<file path="config.mk">
export PLATFORM = sky130hd
export DESIGN_NAME = boot_loader_flat
export DESIGN_NICKNAME = d
export VERILOG_FILES = /design/src/rtl/boot_loader_if.sv /design/src/rtl/boot_loader.sv /design/src/flat_wrapper.sv
export SDC_FILE = /design/constraint.sdc
export NUM_CORES = 1
export LEC_CHECK = 0
export CAP_MARGIN = 30
export CORE_MARGIN = 2
export CORE_UTILIZATION = 58
export DETAILED_ROUTE_END_ITERATION = 12
export PLACE_DENSITY = 0.83
export SLEW_MARGIN = 0
export SYNTH_ARGS = -nofsm -noshare
export SYNTH_HDL_FRONTEND = slang
export SYNTH_SLANG_ARGS = --single-unit
</file>
<file path="constraint.sdc">
create_clock -name clk -period 3.25 [get_ports clk]
set_input_delay 0.65 -clock clk [delete_from_list [all_inputs] [get_ports clk]]
set_output_delay 0.65 -clock clk [all_outputs]
set_load 0.01 [all_outputs]
</file>
<file path="src/rtl/boot_loader_if.sv">
// Byte-stream handshake and program-memory write port of the boot loader.
interface boot_loader_if #(
  parameter int ADDR_W = 12
);
  logic [7:0]        rx_data;
  logic              rx_valid;
  logic              rx_ready;
  logic              prog_we;
  logic [ADDR_W-1:0] prog_addr;
  logic [15:0]       prog_wdata;

  modport master (
    input  rx_data, rx_valid,
    output rx_ready, prog_we, prog_addr, prog_wdata
  );

  modport slave (
    output rx_data, rx_valid,
    input  rx_ready, prog_we, prog_addr, prog_wdata
  );
endinterface

</file>
<file path="src/rtl/boot_loader.sv">
// Program-memory loader: receives a length/words/checksum byte frame and writes
// 16-bit instruction words at sequential addresses while holding the core off.
module boot_loader #(
  parameter int ADDR_W    = 12,
  parameter int MAX_WORDS = 4096
) (
  input  logic          clk,
  input  logic          arst_n,
  input  logic          start,
  boot_loader_if.master bus,
  output logic          bootstrapping,
  output logic          done,
  output logic          error
);
  typedef enum logic [3:0] {
    IDLE, LEN_HI, LEN_LO, WORD_HI, WORD_LO, WRITE, CHECK, DONE, ERROR
  } state_t;

  state_t      state, state_nx;
  logic [7:0]  acc;
  logic [15:0] len;
  logic [7:0]  hi_byte;
  logic [15:0] len_rx;
  logic        xfer, len_zero, len_big, last_word;

  // Length is judged from the stored high byte plus the low byte on the bus.
  assign len_rx    = {len[15:8], bus.rx_data};
  assign len_zero  = (len_rx == 16'd0);
  assign len_big   = (17'(len_rx) > 17'(MAX_WORDS));
  assign last_word = ((17'(bus.prog_addr) + 17'd1) == 17'(len));
  assign xfer      = bus.rx_valid & bus.rx_ready;

  always_comb begin
    state_nx      = state;
    bus.rx_ready  = 1'b0;
    bus.prog_we   = 1'b0;
    bootstrapping = 1'b0;
    unique case (state)
      IDLE, DONE, ERROR: if (start) state_nx = LEN_HI;
      LEN_HI: begin
        bus.rx_ready  = 1'b1;
        bootstrapping = 1'b1;
        if (bus.rx_valid) state_nx = LEN_LO;
      end
      LEN_LO: begin
        bus.rx_ready  = 1'b1;
        bootstrapping = 1'b1;
        if (bus.rx_valid) begin
          if (len_zero)     state_nx = CHECK;
          else if (len_big) state_nx = ERROR;
          else              state_nx = WORD_HI;
        end
      end
      WORD_HI: begin
        bus.rx_ready  = 1'b1;
        bootstrapping = 1'b1;
        if (bus.rx_valid) state_nx = WORD_LO;
      end
      WORD_LO: begin
        bus.rx_ready  = 1'b1;
        bootstrapping = 1'b1;
        if (bus.rx_valid) state_nx = WRITE;
      end
      WRITE: begin
        bus.prog_we   = 1'b1;
        bootstrapping = 1'b1;
        state_nx      = last_word ? CHECK : WORD_HI;
      end
      CHECK: begin
        bus.rx_ready  = 1'b1;
        bootstrapping = 1'b1;
        if (bus.rx_valid) state_nx = (bus.rx_data == acc) ? DONE : ERROR;
      end
      default: state_nx = IDLE;
    endcase
  end

  always_ff @(posedge clk or negedge arst_n) begin
    if (!arst_n) state <= IDLE;
    else         state <= state_nx;
  end

  always_ff @(posedge clk or negedge arst_n) begin
    if (!arst_n) begin
      acc            <= 8'd0;
      bus.prog_addr  <= '0;
      bus.prog_wdata <= 16'd0;
      done           <= 1'b0;
      error          <= 1'b0;
    end else begin
      if ((state == IDLE || state == DONE || state == ERROR) && start) begin
        acc           <= 8'd0;
        bus.prog_addr <= '0;
        done          <= 1'b0;
        error         <= 1'b0;
      end
      // The checksum byte itself is never folded into the running sum.
      if (xfer && state != CHECK) acc <= acc + bus.rx_data;
      if (xfer && state == WORD_LO) bus.prog_wdata <= {hi_byte, bus.rx_data};
      if (state == WRITE) bus.prog_addr <= bus.prog_addr + ADDR_W'(1);
      if (xfer && state == LEN_LO && !len_zero && len_big) error <= 1'b1;
      if (xfer && state == CHECK) begin
        if (bus.rx_data == acc) done  <= 1'b1;
        else                    error <= 1'b1;
      end
    end
  end

  always_ff @(posedge clk) begin
    if (xfer && state == LEN_HI)  len[15:8] <= bus.rx_data;
    if (xfer && state == LEN_LO)  len[7:0]  <= bus.rx_data;
    if (xfer && state == WORD_HI) hi_byte   <= bus.rx_data;
  end
endmodule

</file>
<file path="src/flat_wrapper.sv">
// flat-port wrapper written by rule: the top's interface ports become plain ports
module boot_loader_flat 
#(
  parameter int ADDR_W    = 12,
  parameter int MAX_WORDS = 4096
)
  (clk, arst_n, start, bootstrapping, done, error, bus_rx_data, bus_rx_valid, bus_rx_ready, bus_prog_we, bus_prog_addr, bus_prog_wdata);
  boot_loader_if #(.ADDR_W(ADDR_W)) bus_i ();
  input  logic clk;
  input  logic arst_n;
  input  logic start;
  output logic bootstrapping;
  output logic done;
  output logic error;
  input wire logic [$bits(bus_i.rx_data)-1:0] bus_rx_data;
  input wire logic [$bits(bus_i.rx_valid)-1:0] bus_rx_valid;
  output wire logic [$bits(bus_i.rx_ready)-1:0] bus_rx_ready;
  output wire logic [$bits(bus_i.prog_we)-1:0] bus_prog_we;
  output wire logic [$bits(bus_i.prog_addr)-1:0] bus_prog_addr;
  output wire logic [$bits(bus_i.prog_wdata)-1:0] bus_prog_wdata;
  assign bus_i.rx_data = bus_rx_data;
  assign bus_i.rx_valid = bus_rx_valid;
  assign bus_rx_ready = bus_i.rx_ready;
  assign bus_prog_we = bus_i.prog_we;
  assign bus_prog_addr = bus_i.prog_addr;
  assign bus_prog_wdata = bus_i.prog_wdata;
  boot_loader #(.ADDR_W(ADDR_W), .MAX_WORDS(MAX_WORDS)) u_core (.clk(clk), .arst_n(arst_n), .start(start), .bus(bus_i), .bootstrapping(bootstrapping), .done(done), .error(error));
endmodule
</file>
==> results.py <==
metrics = {
    "status": {
        "status": "finished clean",
    },
    "finish": {
        "n_antenna_cell": 0,
        "num-nets-final": 394,
        "design_area_um2": 4200,
        "syn2layout_area_growth_pct": 22.9,
        "final_layout_size_suffix_gt1_share_pct": 14.8,
    },
    "timing": {
        "skew_ns": 0.00821,
        "rsz0062_at_grt": "false",
        "hold_slack_ns": 0.236,
        "finalHoldViolCount": 0,
        "slew_headroom_pct": 35.2,
        "fin_tns_setup_ns": 0,
        "worst_slew_pin_slew_ns": 0.963,
        "period_needed_ns": 2.96,
        "fmax_mhz": 338,
        "final_max_slew_viol_count": 0,
        "final-setup-viol-count": 0,
        "fin_crit_sh_pct": 91.1,
    },
    "synth": {
        "avgSynthCellArea_um2": 10.8,
        "syn_nets": 336,
        "synth.most_common_cell": "dfrtp_1",
        "ys_ff_latch": 66,
        "synthCells": 315,
        "synthTopCellsByCount": "dfrtp_1, nand2_1, o21ai_0, edfxtp_1, nor2_1",
        "yosys.cell_types.count": 51,
        "synth_edf_count": 24,
        "ys_seq_area_share_pct": 51.9,
        "ys.warnings.count": 0,
        "synth_top_flop_cell": "dfrtp_1",
        "synth.largest_area_cell": "dfrtp_1",
        "synthesis.area_um2": 3410,
        "synthTopCellsByArea": "dfrtp_1, edfxtp_1, mux2_2",
        "yosysTopAreaCellShare_pct": 30.8,
        "async_reset_ff_share_pct": 63.6,
    },
    "setup_path": {
        "slowest_stage": "dfrtp_1",
        "slowest_delay_ns": 0.60,
        "cp_cell_sequence": "nor2b_1, nand2_1, clkinv_1, or2_2, clkdlybuf4s50_1",
        "path_delay_family": "buffers and inverters",
        "r2r_slack_ns": 0.73,
        "rr_endpoint": "u_core.bus.prog_addr[8]",
        "worstSetupPathType": "reg -> out",
        "critPathLaunchType": "flip-flop",
        "path_buf_inv": 2,
        "cp_max_fo": 14,
        "crit_arrival_ns": 2.31,
        "reg2regPathDepth": 7,
        "reg2reg_from": "u_core.state[0]",
        "worstPathRequired_ns": 2.60,
        "crit_path_end_kind": "output port",
    },
    "die": {
        "boundaryPins": 45,
        "die-width_um": 80.7,
        "die_area_um2": 6520,
        "fp.dieH_um": 80.7,
        "rows": 27,
        "core_area_um2": 5610,
        "floorplan.initialDensity_pct": 60.9,
    },
    "detailed_routing": {
        "ant_nets": 0,
        "dr_total_vias": 2764,
        "dr.pass1.iters": 4,
        "wire_per_inst_um": 18.4,
        "viasPerCell": 6.14,
        "wirelength_um": 8280,
        "drt-initial-drc-count": 158,
        "drc_errors": 0,
    },
    "clocking": {
        "h-tree-depth": 3,
        "cts_setup_buffers": 0,
        "root_buffer": "clkbuf_8",
        "cts_buffers": 9,
        "cts_hold_buf": 0,
        "clk_pin_slew_ns": 0.07,
        "cts_resized": 0,
        "cts_tree": "yes",
        "clock_sinks": 66,
        "clk_latency_ns": 0.34,
        "cts.path.max_buffers": 2,
    },
    "power_and_ir_drop": {
        "clkPwrFrac_pct": 20.5,
        "switching_share_pct": 35.2,
        "power.density_nw_per_um2": 762,
        "internal_power_uw": 2070,
        "leakagePower_uw": 0.00171,
        "pwr-share-comb_pct": 41.5,
        "p_sw_uw": 1130,
        "seqPwrFrac_pct": 38.0,
        "ir_drop_uv": 577,
    },
    "global_route": {
        "grt_pass1_vias": 2739,
        "grt_pass1_wl_um": 13400,
        "track_usage_pct": 27.5,
        "grt_antenna_before_repair": 0,
        "overflow": 0,
        "grt_max_degree": 28,
    },
    "min_path": {
        "hold_class": "in -> async",
    },
    "placement": {
        "place_area_um2": 4010,
        "port_buffers": 44,
        "hpwl_um": 5840,
        "place_congestion": 0.884,
    },
    "flow_run": {
        "cap_violations": 0,
    },
}
[logic make-up (layout without fill, tap and decap cells)]
| kind of cell | after synthesis | count (layout) | share of synthesized area, % |
|---|---|---|---|
| compound gates | 75 | 75 | 14.3 |
| xor+xnor | 22 | 22 | 5.64 |
| fa+ha+maj | 9 | 9 | 3.52 |
| buf+inv | 21 | 84 | 2.64 |
| flops | 66 | 66 | 51.9 |
| mux | 20 | 20 | 6.49 |
| simple gates | 102 | 102 | 15.5 |
[registers in the layout (all words and copies together), names as in the netlist]
| register | cells |
|---|---|
| u_core.acc | 8 |
| u_core.bus.prog_addr | 12 |
| u_core.bus.prog_wdata | 16 |
| u_core.done | 1 |
| u_core.error | 1 |
| u_core.hi_byte | 8 |
| u_core.len | 16 |
| u_core.state | 4 |
[worst reg2reg max path: cells and delay by family, from the launching register on]
family          cells  cell delay (ns)
buf+inv             2             0.40
compound gates      3             0.95
simple gates        2             0.60
flops               1             0.48
[through the flow]
stage               total power (uW)  setup slack, ns  std cells  util, %
floorplan                       2010             1.03        315        -
global placement                2480            0.395        433     71.2
detailed placement              2540            0.361        434     71.6
CTS                             3200            0.311        450     74.9
global route                    3390            0.182        450     74.9
finish                          3200            0.288        450     74.9
[cell type report]
cell class,instances,area [um2]
tap,72,90.1
multi-input combinational,228,1550
clock buffer,10,128
timing repair buffer,60,568
fill,409,1410
sequential,66,1770
inverter,8,30.0
clock inverter,6,57.6
[layout by cell type, fill, tap and decap left out, drive strengths merged, types with 7 or more instances in the layout]
| cell | count |
|---|---|
| a21oi | 10 |
| a22o | 11 |
| and3 | 7 |
| buf | 17 |
| clkbuf | 10 |
| clkdlybuf4s50 | 43 |
| dfrtp | 42 |
| edfxtp | 24 |
| ha | 8 |
| inv | 7 |
| mux2 | 17 |
| nand2 | 30 |
| nor2 | 20 |
| nor3 | 9 |
| o21ai | 28 |
| xnor2 | 16 |
[layer usage]
metal | track usage, % | share of wire (%) | wire [um]
met4 | 10.5 | 2.1 | 170
met1 | 34.9 | 42 | 3470
met5 | 0 | 0 | 0
met3 | 6.18 | 6.0 | 500
met2 | 46.0 | 50 | 4150
[how the worst max path moves through the flow]
stage                                  to  slack, ns            start  cells past startpoint
final                       bootstrapping       0.29  u_core.state[1]                      5
after detailed placement  u_core.state[0]       0.36   bus_rx_data[2]                      8
after CTS                   bootstrapping       0.31  u_core.state[1]                      5
after floorplan             u_core.acc[7]       1.03   bus_rx_data[1]                      7
after global placement    u_core.state[0]       0.40   bus_rx_data[2]                      8
after global routing        bootstrapping       0.18  u_core.state[1]                      5
[power by group through the flow]
stage	logic [uW]	registers, uW	clock network (uW)
finish	1330	1220	655
global route	1440	1240	703
CTS	1320	1220	663
detailed placement	1310	1230	0
global placement	1260	1220	0
floorplan	794	1220	0
No activity file was read; power rests on OpenSTA's default activity.
